$ cat src/rtl/mnist_pkg.sv
// Shared sizing, derived address widths and the sequencer state type for the
// two-layer MNIST inference control path.
package mnist_pkg;

    localparam int DEF_N_PIX = 784;
    localparam int DEF_N_HID = 32;
    localparam int DEF_N_OUT = 10;
    localparam int DEF_ACC_W = 32;

    function automatic int max_int(input int a, input int b);
        return (a > b) ? a : b;
    endfunction

    localparam int BUF_AW  = $clog2(DEF_N_PIX);
    localparam int WROM_AW = $clog2(DEF_N_PIX * DEF_N_HID);
    localparam int HID_AW  = $clog2(DEF_N_HID);
    localparam int CLS_W   = $clog2(DEF_N_OUT);

    typedef enum logic [2:0] {
        S_LOAD,
        S_L1,
        S_L2,
        S_FIN,
        S_DONE
    } state_t;

endpackage

$ cat src/rtl/nn_layer_sequencer_if.sv
// Pixel stream, buffer/ROM/MAC control and result signals between the
// sequencer (master) and the image source / datapath (slave).
interface nn_layer_sequencer_if #(
    parameter int ACC_W = mnist_pkg::DEF_ACC_W
);
    import mnist_pkg::*;

    logic                     pix_valid;
    logic [7:0]               pix_data;
    logic                     pix_ready;
    logic                     buf_we;
    logic [BUF_AW-1:0]        buf_waddr;
    logic [7:0]               buf_wdata;
    logic                     rd_sel;
    logic [BUF_AW-1:0]        rd_addr;
    logic [WROM_AW-1:0]       w_addr;
    logic                     mac_clr;
    logic                     mac_en;
    logic signed [ACC_W-1:0]  acc_in;
    logic                     hid_we;
    logic [HID_AW-1:0]        hid_waddr;
    logic [CLS_W-1:0]         prediction;
    logic                     valid_out;
    logic                     busy;

    modport master (
        input  pix_valid, pix_data, acc_in,
        output pix_ready, buf_we, buf_waddr, buf_wdata, rd_sel, rd_addr, w_addr,
               mac_clr, mac_en, hid_we, hid_waddr, prediction, valid_out, busy
    );

    modport slave (
        output pix_valid, pix_data, acc_in,
        input  pix_ready, buf_we, buf_waddr, buf_wdata, rd_sel, rd_addr, w_addr,
               mac_clr, mac_en, hid_we, hid_waddr, prediction, valid_out, busy
    );

endinterface

$ cat src/rtl/nn_layer_sequencer_argmax_tracker.sv
// Running signed argmax over the output-layer scores; ties keep the lowest index
// because only a strictly greater score replaces the held maximum.
module argmax_tracker
    import mnist_pkg::*;
#(
    parameter int ACC_W = DEF_ACC_W,
    parameter int IDX_W = CLS_W
) (
    input  logic                    clk,
    input  logic                    rst,
    input  logic                    start,
    input  logic                    score_valid,
    input  logic signed [ACC_W-1:0] score,
    input  logic [IDX_W-1:0]        index,
    output logic [IDX_W-1:0]        result
);

    logic signed [ACC_W-1:0] max_q, max_d;
    logic [IDX_W-1:0]        result_q, result_d;

    always_comb begin
        max_d    = max_q;
        result_d = result_q;
        if (score_valid && (start || (score > max_q))) begin
            max_d    = score;
            result_d = index;
        end
    end

    always_ff @(posedge clk) begin
        if (rst) begin
            max_q    <= '0;
            result_q <= '0;
        end else begin
            max_q    <= max_d;
            result_q <= result_d;
        end
    end

    assign result = result_q;

endmodule

$ cat src/rtl/nn_layer_sequencer.sv
// Control FSM for the 784->N_HID->10 MNIST datapath: loads one image, walks both
// fully connected layers one MAC issue per cycle and reports the argmax class.
module nn_layer_sequencer
    import mnist_pkg::*;
#(
    parameter int N_PIX = DEF_N_PIX,
    parameter int N_HID = DEF_N_HID,
    parameter int N_OUT = DEF_N_OUT,
    parameter int ACC_W = DEF_ACC_W
) (
    input  logic                 clk,
    input  logic                 rst,
    nn_layer_sequencer_if.master bus
);

    localparam int CNT_W  = BUF_AW;
    localparam int OUT_CW = max_int(HID_AW, CLS_W);

    state_t              state_q, state_d;
    logic [CNT_W-1:0]    inner_q, inner_d;
    logic [OUT_CW-1:0]   outer_q, outer_d;
    logic [WROM_AW-1:0]  w_q, w_d;
    logic                drain_q, drain_d;
    logic                pix_ready_q, pix_ready_d;
    logic                buf_we_q, buf_we_d;
    logic [BUF_AW-1:0]   buf_waddr_q, buf_waddr_d;
    logic [7:0]          buf_wdata_q, buf_wdata_d;
    logic                mac_en_q, mac_en_d;
    logic                mac_clr_q, mac_clr_d;
    logic                last1_q, last1_d, last2_q, last2_d;
    logic                l2a_q, l2a_d, l2b_q, l2b_d;
    logic [OUT_CW-1:0]   idx1_q, idx1_d, idx2_q, idx2_d;
    logic [CLS_W-1:0]    pred_hold_q, pred_hold_d;
    logic [CLS_W-1:0]    best_idx;
    logic                issue, inner_last, outer_last;

    assign issue      = (state_q == S_L1) || (state_q == S_L2);
    assign inner_last = (state_q == S_L1) ? (inner_q == CNT_W'(N_PIX - 1))
                                          : (inner_q == CNT_W'(N_HID - 1));
    assign outer_last = (state_q == S_L1) ? (outer_q == OUT_CW'(N_HID - 1))
                                          : (outer_q == OUT_CW'(N_OUT - 1));

    always_comb begin
        state_d     = state_q;
        inner_d     = inner_q;
        outer_d     = outer_q;
        w_d         = w_q;
        drain_d     = drain_q;
        pix_ready_d = pix_ready_q;
        buf_we_d    = 1'b0;
        buf_waddr_d = buf_waddr_q;
        buf_wdata_d = buf_wdata_q;
        pred_hold_d = pred_hold_q;
        // Issue -> operand (mac_en) -> accumulator valid: two-stage completion pipe.
        mac_en_d    = issue;
        mac_clr_d   = issue && (inner_q == '0);
        last1_d     = issue && inner_last;
        l2a_d       = (state_q == S_L2);
        idx1_d      = outer_q;
        last2_d     = last1_q;
        l2b_d       = l2a_q;
        idx2_d      = idx1_q;

        case (state_q)
            S_LOAD: begin
                pix_ready_d = 1'b1;
                if (bus.pix_valid && pix_ready_q) begin
                    buf_we_d    = 1'b1;
                    buf_waddr_d = inner_q;
                    buf_wdata_d = bus.pix_data;
                    if (inner_q == CNT_W'(N_PIX - 1)) begin
                        inner_d     = '0;
                        pix_ready_d = 1'b0;
                        state_d     = S_L1;
                    end else begin
                        inner_d = inner_q + 1'b1;
                    end
                end
            end
            S_L1, S_L2: begin
                // Weight addresses are contiguous within a layer, so a running counter suffices.
                w_d = w_q + 1'b1;
                if (inner_last) begin
                    inner_d = '0;
                    if (outer_last) begin
                        outer_d = '0;
                        w_d     = '0;
                        state_d = (state_q == S_L1) ? S_L2 : S_FIN;
                    end else begin
                        outer_d = outer_q + 1'b1;
                    end
                end else begin
                    inner_d = inner_q + 1'b1;
                end
            end
            S_FIN: begin
                drain_d = 1'b1;
                if (drain_q) begin
                    drain_d = 1'b0;
                    state_d = S_DONE;
                end
            end
            S_DONE: begin
                pred_hold_d = best_idx;
                pix_ready_d = 1'b1;
                state_d     = S_LOAD;
            end
            default: state_d = S_LOAD;
        endcase
    end

    always_ff @(posedge clk) begin
        if (rst) begin
            state_q     <= S_LOAD;
            inner_q     <= '0;
            outer_q     <= '0;
            w_q         <= '0;
            drain_q     <= 1'b0;
            pix_ready_q <= 1'b0;
            buf_we_q    <= 1'b0;
            buf_waddr_q <= '0;
            buf_wdata_q <= '0;
            mac_en_q    <= 1'b0;
            mac_clr_q   <= 1'b0;
            last1_q     <= 1'b0;
            last2_q     <= 1'b0;
            l2a_q       <= 1'b0;
            l2b_q       <= 1'b0;
            idx1_q      <= '0;
            idx2_q      <= '0;
            pred_hold_q <= '0;
        end else begin
            state_q     <= state_d;
            inner_q     <= inner_d;
            outer_q     <= outer_d;
            w_q         <= w_d;
            drain_q     <= drain_d;
            pix_ready_q <= pix_ready_d;
            buf_we_q    <= buf_we_d;
            buf_waddr_q <= buf_waddr_d;
            buf_wdata_q <= buf_wdata_d;
            mac_en_q    <= mac_en_d;
            mac_clr_q   <= mac_clr_d;
            last1_q     <= last1_d;
            last2_q     <= last2_d;
            l2a_q       <= l2a_d;
            l2b_q       <= l2b_d;
            idx1_q      <= idx1_d;
            idx2_q      <= idx2_d;
            pred_hold_q <= pred_hold_d;
        end
    end

    argmax_tracker #(
        .ACC_W (ACC_W),
        .IDX_W (CLS_W)
    ) u_argmax (
        .clk         (clk),
        .rst         (rst),
        .start       (idx2_q == '0),
        .score_valid (last2_q && l2b_q),
        .score       (bus.acc_in),
        .index       (idx2_q[CLS_W-1:0]),
        .result      (best_idx)
    );

    assign bus.pix_ready  = pix_ready_q;
    assign bus.buf_we     = buf_we_q;
    assign bus.buf_waddr  = buf_waddr_q;
    assign bus.buf_wdata  = buf_wdata_q;
    assign bus.rd_sel     = (state_q == S_L2);
    assign bus.rd_addr    = issue ? inner_q : '0;
    assign bus.w_addr     = w_q;
    assign bus.mac_en     = mac_en_q;
    assign bus.mac_clr    = mac_clr_q;
    assign bus.hid_we     = last2_q && !l2b_q;
    assign bus.hid_waddr  = idx2_q[HID_AW-1:0];
    // The fresh argmax is shown during DONE; afterwards the held copy is.
    assign bus.prediction = (state_q == S_DONE) ? best_idx : pred_hold_q;
    assign bus.valid_out  = (state_q == S_DONE);
    assign bus.busy       = (state_q != S_LOAD);

endmodule

$ cat src/flat_wrapper.sv
// flat-port wrapper written by rule: the top's interface ports become plain ports
module nn_layer_sequencer_flat import mnist_pkg::*;
#(
    parameter int N_PIX = DEF_N_PIX,
    parameter int N_HID = DEF_N_HID,
    parameter int N_OUT = DEF_N_OUT,
    parameter int ACC_W = DEF_ACC_W
)
  (clk, rst, bus_pix_valid, bus_pix_data, bus_acc_in, bus_pix_ready, bus_buf_we, bus_buf_waddr, bus_buf_wdata, bus_rd_sel, bus_rd_addr, bus_w_addr, bus_mac_clr, bus_mac_en, bus_hid_we, bus_hid_waddr, bus_prediction, bus_valid_out, bus_busy);
  nn_layer_sequencer_if #(.ACC_W(ACC_W)) bus_i ();
  input  logic clk;
  input  logic rst;
  input wire logic [$bits(bus_i.pix_valid)-1:0] bus_pix_valid;
  input wire logic [$bits(bus_i.pix_data)-1:0] bus_pix_data;
  input wire logic [$bits(bus_i.acc_in)-1:0] bus_acc_in;
  output wire logic [$bits(bus_i.pix_ready)-1:0] bus_pix_ready;
  output wire logic [$bits(bus_i.buf_we)-1:0] bus_buf_we;
  output wire logic [$bits(bus_i.buf_waddr)-1:0] bus_buf_waddr;
  output wire logic [$bits(bus_i.buf_wdata)-1:0] bus_buf_wdata;
  output wire logic [$bits(bus_i.rd_sel)-1:0] bus_rd_sel;
  output wire logic [$bits(bus_i.rd_addr)-1:0] bus_rd_addr;
  output wire logic [$bits(bus_i.w_addr)-1:0] bus_w_addr;
  output wire logic [$bits(bus_i.mac_clr)-1:0] bus_mac_clr;
  output wire logic [$bits(bus_i.mac_en)-1:0] bus_mac_en;
  output wire logic [$bits(bus_i.hid_we)-1:0] bus_hid_we;
  output wire logic [$bits(bus_i.hid_waddr)-1:0] bus_hid_waddr;
  output wire logic [$bits(bus_i.prediction)-1:0] bus_prediction;
  output wire logic [$bits(bus_i.valid_out)-1:0] bus_valid_out;
  output wire logic [$bits(bus_i.busy)-1:0] bus_busy;
  assign bus_i.pix_valid = bus_pix_valid;
  assign bus_i.pix_data = bus_pix_data;
  assign bus_i.acc_in = bus_acc_in;
  assign bus_pix_ready = bus_i.pix_ready;
  assign bus_buf_we = bus_i.buf_we;
  assign bus_buf_waddr = bus_i.buf_waddr;
  assign bus_buf_wdata = bus_i.buf_wdata;
  assign bus_rd_sel = bus_i.rd_sel;
  assign bus_rd_addr = bus_i.rd_addr;
  assign bus_w_addr = bus_i.w_addr;
  assign bus_mac_clr = bus_i.mac_clr;
  assign bus_mac_en = bus_i.mac_en;
  assign bus_hid_we = bus_i.hid_we;
  assign bus_hid_waddr = bus_i.hid_waddr;
  assign bus_prediction = bus_i.prediction;
  assign bus_valid_out = bus_i.valid_out;
  assign bus_busy = bus_i.busy;
  nn_layer_sequencer #(.N_PIX(N_PIX), .N_HID(N_HID), .N_OUT(N_OUT), .ACC_W(ACC_W)) u_core (.clk(clk), .rst(rst), .bus(bus_i));
endmodule
$ cat config.mk
export PLATFORM = sky130hd
export DESIGN_NAME = nn_layer_sequencer_flat
export DESIGN_NICKNAME = d
export VERILOG_FILES = /design/src/rtl/mnist_pkg.sv /design/src/rtl/nn_layer_sequencer_if.sv /design/src/rtl/nn_layer_sequencer_argmax_tracker.sv /design/src/rtl/nn_layer_sequencer.sv /design/src/flat_wrapper.sv
export SDC_FILE = /design/constraint.sdc
export NUM_CORES = 1
export LEC_CHECK = 0
export CORE_ASPECT_RATIO = 2
export CORE_MARGIN = 1.5
export CORE_UTILIZATION = 57
export DETAILED_ROUTE_END_ITERATION = 10
export GPL_TIMING_DRIVEN = 0
export PLACE_DENSITY = 0.95
export SLEW_MARGIN = 20
export SYNTH_ARGS = -nofsm -noshare
export SYNTH_HDL_FRONTEND = slang
export SYNTH_HIERARCHICAL = 1
export SYNTH_SLANG_ARGS = --single-unit
$ cat constraint.sdc
create_clock -name clk -period 6.7 [get_ports clk]
set_input_delay 1.005 -clock clk [delete_from_list [all_inputs] [get_ports clk]]
set_output_delay 1.005 -clock clk [all_outputs]
set_load 0.01 [all_outputs]
==> summary.md, run 1 <==
| Metric | Value |
|---|---|
| Met1 Use GR | `23.18%` |
| Final Skew | `8.857 ps` |
| Peak supply drop | `0.0001527 V` |
| Mapped Nets | `708` |
| CP endpoint kind | `flip-flop` |
| Max-slew headroom | `58.82%` |
| Root Buffer | `clkbuf_16` |
| Crit Path Max Fanout | `10` |
| Leakage power | `2.834 nW` |
| Most used routing layer | `met2` |
| Worst Path Class, Setup | `in2reg` |
| Netlist cell types | `59` |
| Fin Setup TNS | `0 ps` |
| CTS clk-pin slew, worst paths | `70 ps` |
| Worst-case clock buffer depth | `2` |
| FMAX | `280.8 MHz` |
| Vias | `4784` |
| Pwr Density | `183.1 mW/mm2` |
| Post-CTS Hold Buffers | `0` |
| Final Hold Fails | `0` |
| H-tree levels | `3` |
| Max Cap Viol | `0` |
| Cell taking the most area after synthesis | `dfxtp_1` |
| Most frequent cells in the layout | `dfxtp_1, clkdlybuf4s50_1, nand2_1` |
| Setup violators final | `0` |
| RSZ-0062 raised after global routing | `false` |
| Mean number of vias per cell | `5.443` |
| Outcome | `completed` |
| Register area share after synthesis | `38.81%` |
| R2r startpoint | `u_core/u_argmax/max_q[23]` |
| First-pass iteration count of the detailed router | `4` |
| Die area | `0.01060 mm2` |
| Largest net degree at the start of global routing | `17` |
| Initial drt markers | `217` |
| Met3 usage | `5.923%` |
| IO Pins | `103` |
| Mapped cell area | `0.005674 mm2` |
| Avg Inst Size Synth | `9.021 um2` |
| Crit path launch type | `primary input` |
| Setup Buffers After CTS | `0` |
| Die Width | `73.55 um` |
| Tcrit/Tclk final | `53.16%` |
| HPWL Detailed | `11.02 mm` |
| PortBufs | `102` |
| Met2 Use GR | `54.53%` |
| Async SR Flop Fraction | `0%` |
| Final worst path period need | `3562 ps` |
| Post-cts sizing count | `0` |
| # rows | `51` |
| Share of cells above drive strength 1 | `6.292%` |
| Gr usage total | `27.26%` |
| CP arrival | `3820 ps` |
| Worst Setup SP | `bus_acc_in[23]` |
| DRC viols | `0` |
| Routed Antenna Nets | `0` |
| Layout area overhead | `26.24%` |
| Core box area | `0.009699 mm2` |
| Most common cell after layout, fill and taps aside | `dfxtp_1` |
| Slew Viols, Final | `0` |
| Congestion Overflow GR | `0` |
| Finished Layout Cells | `879` |
| Die Y-Extent | `144.1 um` |
| Synth warnings | `6` |
| CTS tree | `done` |
| Routed len/inst | `16.26 um` |
| Fin nets | `821` |
| Detailed Route WL | `14.29 mm` |
| Flop-to-flop setup slack | `3890 ps` |
| CTS buffer count | `9` |
| HP Start | `u_core/idx1_q[1]` |
| Largest cells by area after synthesis | `dfxtp_1, ha_1, mux2i_1` |
| Area share of the largest cell type after synthesis | `38.81%` |
| First-pass GRT wire length | `22.48 mm` |
| Initial core utilization | `58.50%` |
| Hold Crit Class | `reg2reg` |
| Number of instances in the placed design | `863` |
| Top_reg_cell synth | `dfxtp_1` |
| Synth Instances | `629` |
| Clock Latency Late Sink | `340 ps` |
| Sink Count | `110` |
| Flops & latches, synth | `110` |
| Initial antenna violation count | `0` |
| RD Place Congestion | `0.9131` |
| Inserted Diodes | `0` |
| Slew @ Worst Pin | `617.7 ps` |
| Critical Path RT | `6950 ps` |
| Final setup margin | `3138 ps` |
| Vias in the first global route | `5100` |
| Post-synth EDFFs | `0` |
| DP Worst Slack | `2861 ps` |
## critical path: stages
cell             delay, ps
clkdlybuf4s50_1        440
ha_1                   350
nand4_1                150
or4_1                  630
o21ai_0                250
nor3_1                 110
a211oi_2               260
buf_6                  230
buf_12                 170
mux2i_1                230
## report_power, final
part / switching, mW / leakage (nW) / internal (mW)
logic: 0.0529 / 1.80 / 0.0547
clock network: 0.232 / 0.146 / 0.310
registers: 0.00371 / 0.887 / 0.658
## area by class of cell
type / count / area [um2]
repair buffers: 102 / 1021
flip-flops and latches: 110 / 2202
clock buffers: 13 / 260.3
multi-input cells: 450 / 3137
well taps: 132 / 165.2
fillers: 684 / 2536
plain buffers: 33 / 200.2
clock inverters: 3 / 42.54
inverters: 36 / 135.1
## worst paths after layout
path | cells past startpoint | endpoint
max | 10 | u_core/u_argmax/max_q[28]
min | 1 | u_core/bus.hid_waddr[1]
max reg2reg | 10 | u_core/u_argmax/max_q[28]
min reg2reg | 1 | u_core/bus.hid_waddr[1]
## synthesized netlist by cell type, types with 3 or more instances
library cell / number
o21ai_0: 7
nor3_1: 6
nand2b_1: 45
nand4_1: 13
dfxtp_1: 110
and2_1: 14
a211oi_1: 3
or2b_1: 28
inv_1: 36
xor2_1: 15
xnor2_1: 8
mux2i_1: 38
buf_12: 3
a21oi_1: 43
buf_2: 4
and3_1: 6
nor4b_1: 3
ha_1: 36
clkbuf_1: 22
and4_1: 4
nand2_1: 60
or3_1: 4
nor2b_1: 19
mux2_2: 4
nand4b_1: 3
nand3_1: 12
nor2_1: 41
## cell families after synthesis
group	Yosys count	share of synthesized area, %
xor gates and xnor gates	23	3.550
AOI/OAI and AO/OA	72	7.982
DFF	110	38.81
muxes	44	8.159
and+or+nand+nor	275	27.65
buffers and inverters	69	5.910
adders and majority gates	36	7.938
## state kept, by name (all words and copies together), names as in the netlist, 3 cells and up
| register | cells |
|---|---|
| u_core/u_argmax/max_q | 32 |
| u_core/bus.w_addr | 15 |
| u_core/bus.buf_waddr | 10 |
| u_core/inner_q | 10 |
| u_core/bus.buf_wdata | 8 |
| u_core/bus.hid_waddr | 5 |
| u_core/idx1_d | 5 |
| u_core/idx1_q | 5 |
| u_core/pred_hold_q | 4 |
| u_core/u_argmax/result | 4 |
| u_core/state_q | 3 |
## metrics by stage
| stage | hold slack, ps | cell area, um2 | utilization, % | power, mW |
|---|---|---|---|---|
| finish | 437.3 | 7163 | 73.85 | 1.312 |
| global route | 460.6 | 7163 | 73.85 | 1.358 |
| CTS | 439.5 | 7163 | 73.85 | 1.319 |
| detailed placement | 426.1 | 6860 | 70.73 | 0.7828 |
| global placement | 419.5 | 6860 | 70.73 | 0.7779 |
| floorplan | 413.8 | 5674 | - | 0.7287 |
## metal layers
| layer | part of all wire (%) | up-vias |
|---|---|---|
| met1 | 34 | 2259 |
| met3 | 4.7 | 51 |
| li1 | - | 2331 |
| met2 | 57 | 143 |
| met4 | 4.9 | 0 |
| met5 | 0 | - |
No activity file was read; power rests on OpenSTA's default activity.
==> inputs of run 2 (changes only) <==
Settings changed: CORE_UTILIZATION 57 to 53, PLACE_DENSITY 0.95 to 0.9.
Clock period 6.7 ns to 3.3 ns, I/O delays scaled along.
==> summary.md, run 2 (synthesis results as in run 1) <==
| Metric | Value |
|---|---|
| HPWL Detailed | `10.86 mm (-1.4%)` |
| Cell-internal power | `2.001 mW (+96%)` |
| Initial antenna violation count | `0 (unchanged)` |
| Most common cell after layout, fill and taps aside | `dfxtp_1` |
| Fin nets | `821 (unchanged)` |
| Mean number of vias per cell | `5.444 (about the same)` |
| Vias in the first global route | `5142 (+0.82%)` |
| DP Worst Slack | `-14.61 ps (-2875 ps)` |
| Tcrit/Tclk final | `90.98%` |
| Final Skew | `8.999 ps (+0.1417 ps)` |
| Max Cap Viol | `0 (unchanged)` |
| CP arrival | `3260 ps (-560 ps)` |
| Final worst path period need | `3002 ps` |
| Largest reg by FF count | `u_core/u_argmax/max_q` |
| # rows | `53 (+3.9%)` |
| H-tree levels | `3 (unchanged)` |
| Die Y-Extent | `149.3 um (+3.6%)` |
| Slew Viols, Final | `0 (unchanged)` |
| Max reg flops | `32 (unchanged)` |
| Sink Count | `110 (unchanged)` |
| Pwr Total | `2.597 mW (+98%)` |
| Vias | `4807 (+0.48%)` |
| Number of instances in the placed design | `868 (+0.58%)` |
| Layout area overhead | `26.00%` |
| Setup Buffers After CTS | `0 (unchanged)` |
| Crit Path Max Fanout | `10 (unchanged)` |
| Leakage power | `2.827 nW (-0.26%)` |
| Most frequent cells in the layout | `dfxtp_1, clkdlybuf4s50_1, nand2_1` |
| Clock Latency Late Sink | `340 ps (about the same)` |
| CTS buffer count | `9 (unchanged)` |
| Final setup margin | `297.7 ps (-2841 ps)` |
| First-pass GRT wire length | `23.19 mm (+3.2%)` |
| Worst-case clock buffer depth | `2 (unchanged)` |
| Sequential share of power | `51.7% (+1.3 points)` |
| DRC viols | `0 (unchanged)` |
| Congestion Overflow GR | `0 (unchanged)` |
| Logic pwr share | `8.4% (+0.2 points)` |
| Critical Path RT | `3560 ps (-3390 ps)` |
| Die area | `0.01137 mm2 (+7.3%)` |
| Root Buffer | `clkbuf_16` |
| Clock network fraction of total power | `39.9% (-1.5 points)` |
| Post-CTS Hold Buffers | `0 (unchanged)` |
| PortBufs | `102 (unchanged)` |
| Psw | `0.5968 mW (+110%)` |
| First-pass iteration count of the detailed router | `4 (unchanged)` |
| Setup violators final | `0 (unchanged)` |
| Routed len/inst | `15.99 um (-1.7%)` |
| Die Width | `76.17 um (+3.6%)` |
| Detailed Route WL | `14.12 mm (-1.2%)` |
| Final Hold Fails | `0 (unchanged)` |
| Initial drt markers | `144 (-34%)` |
| Hold Crit Class | `reg2reg` |
| Largest net degree at the start of global routing | `18 (+1)` |
| Core box area | `0.01048 mm2 (+8.0%)` |
| Outcome | `completed` |
| Inserted Diodes | `0 (unchanged)` |
| Sw Share | `22.98% (+0.96 points)` |
| Initial core utilization | `54.16% (-4.3 points)` |
| CTS tree | `done` |
| FMAX | `333.1 MHz` |
| Max-slew headroom | `58.85% (about the same)` |
| CP endpoint kind | `flip-flop` |
| RSZ-0062 raised after global routing | `false` |
| Share of cells above drive strength 1 | `6.434% (+0.14 points)` |
| Post-layout util | `68.24% (-5.6 points)` |
| Peak supply drop | `0.0002939 V (+92%)` |
| Finished Layout Cells | `883 (+0.46%)` |
| Post-cts sizing count | `0 (unchanged)` |
| Fin Setup TNS | `0 ps (unchanged)` |
| Gr usage total | `25.44% (-1.8 points)` |
| Worst Path Class, Setup | `in2reg` |
| Pwr Density | `363.3 mW/mm2 (+98%)` |
| IO Pins | `103 (unchanged)` |
| Slew @ Worst Pin | `617.3 ps (-0.4159 ps)` |
| Routed Antenna Nets | `0 (unchanged)` |
| RD Place Congestion | `0.8406 (-7.9%)` |
| CTS clk-pin slew, worst paths | `70 ps (about the same)` |
| Crit path launch type | `primary input` |
==> run 2: layout make-up <==
cell class                 count  area [um2]
multi-input combinational    450        3137
timing repair buffer         102        1021
tap                          137       171.4
inverter                      36       135.1
clock inverter                 4       30.03
buffer                        33       200.2
fill                         827        3328
sequential                   110        2202
clock buffer                  11       252.7
==> run 2: stage by stage <==
stage	hold WS [ps]	instance area, um2
detailed placement	423.1	6867
CTS	441.9	7149
finish	439.8	7149
global route	457.7	7149
floorplan	413.8	5674
global placement	418.9	6867
==> run 2: power by group through the flow <==
| stage | combinational, mW | sequential, mW | clock (mW) |
|---|---|---|---|
| 2_1_floorplan | 0.103 | 1.38 | 0 |
| 3_3_place_gp | 0.206 | 1.37 | 0 |
| 3_5_place_dp | 0.216 | 1.37 | 0 |
| 4_1_cts | 0.218 | 1.34 | 1.06 |
| 5_1_grt | 0.241 | 1.34 | 1.11 |
| 6_report | 0.219 | 1.34 | 1.04 |
==> run 2: worst paths after layout <==
| path | slack, ps | end | cells past startpoint | startpoint |
|---|---|---|---|---|
| max | 300 | u_core/u_argmax/result[0] | 10 | bus_acc_in[23] |
| min | 440 | u_core/bus.hid_waddr[4] | 1 | u_core/idx1_q[4] |
| max reg2reg | 520 | u_core/u_argmax/result[0] | 10 | u_core/u_argmax/max_q[23] |
| min reg2reg | 440 | u_core/bus.hid_waddr[4] | 1 | u_core/idx1_q[4] |
==> run 2: routing by layer <==
layer | part of all wire, % | routed length [um] | global-route usage, % | vias to the layer above
li1 | - | - | - | 2329
met1 | 35 | 4887 | 22.39 | 2267
met2 | 55 | 7831 | 50.77 | 157
met3 | 4.6 | 652 | 5.382 | 54
met4 | 5.3 | 746 | 16.30 | 0
met5 | 0 | 0 | 0 | -
==> run 2: worst max-delay path, stage by stage <==
cell and delay [ps]:
clkdlybuf4s50_1 430, ha_1 340, nand4_1 150, or4_1 640
o21ai_0 220, nor3_1 100, a211oi_2 260, buf_6 230
buf_12 170, mux2i_1 220
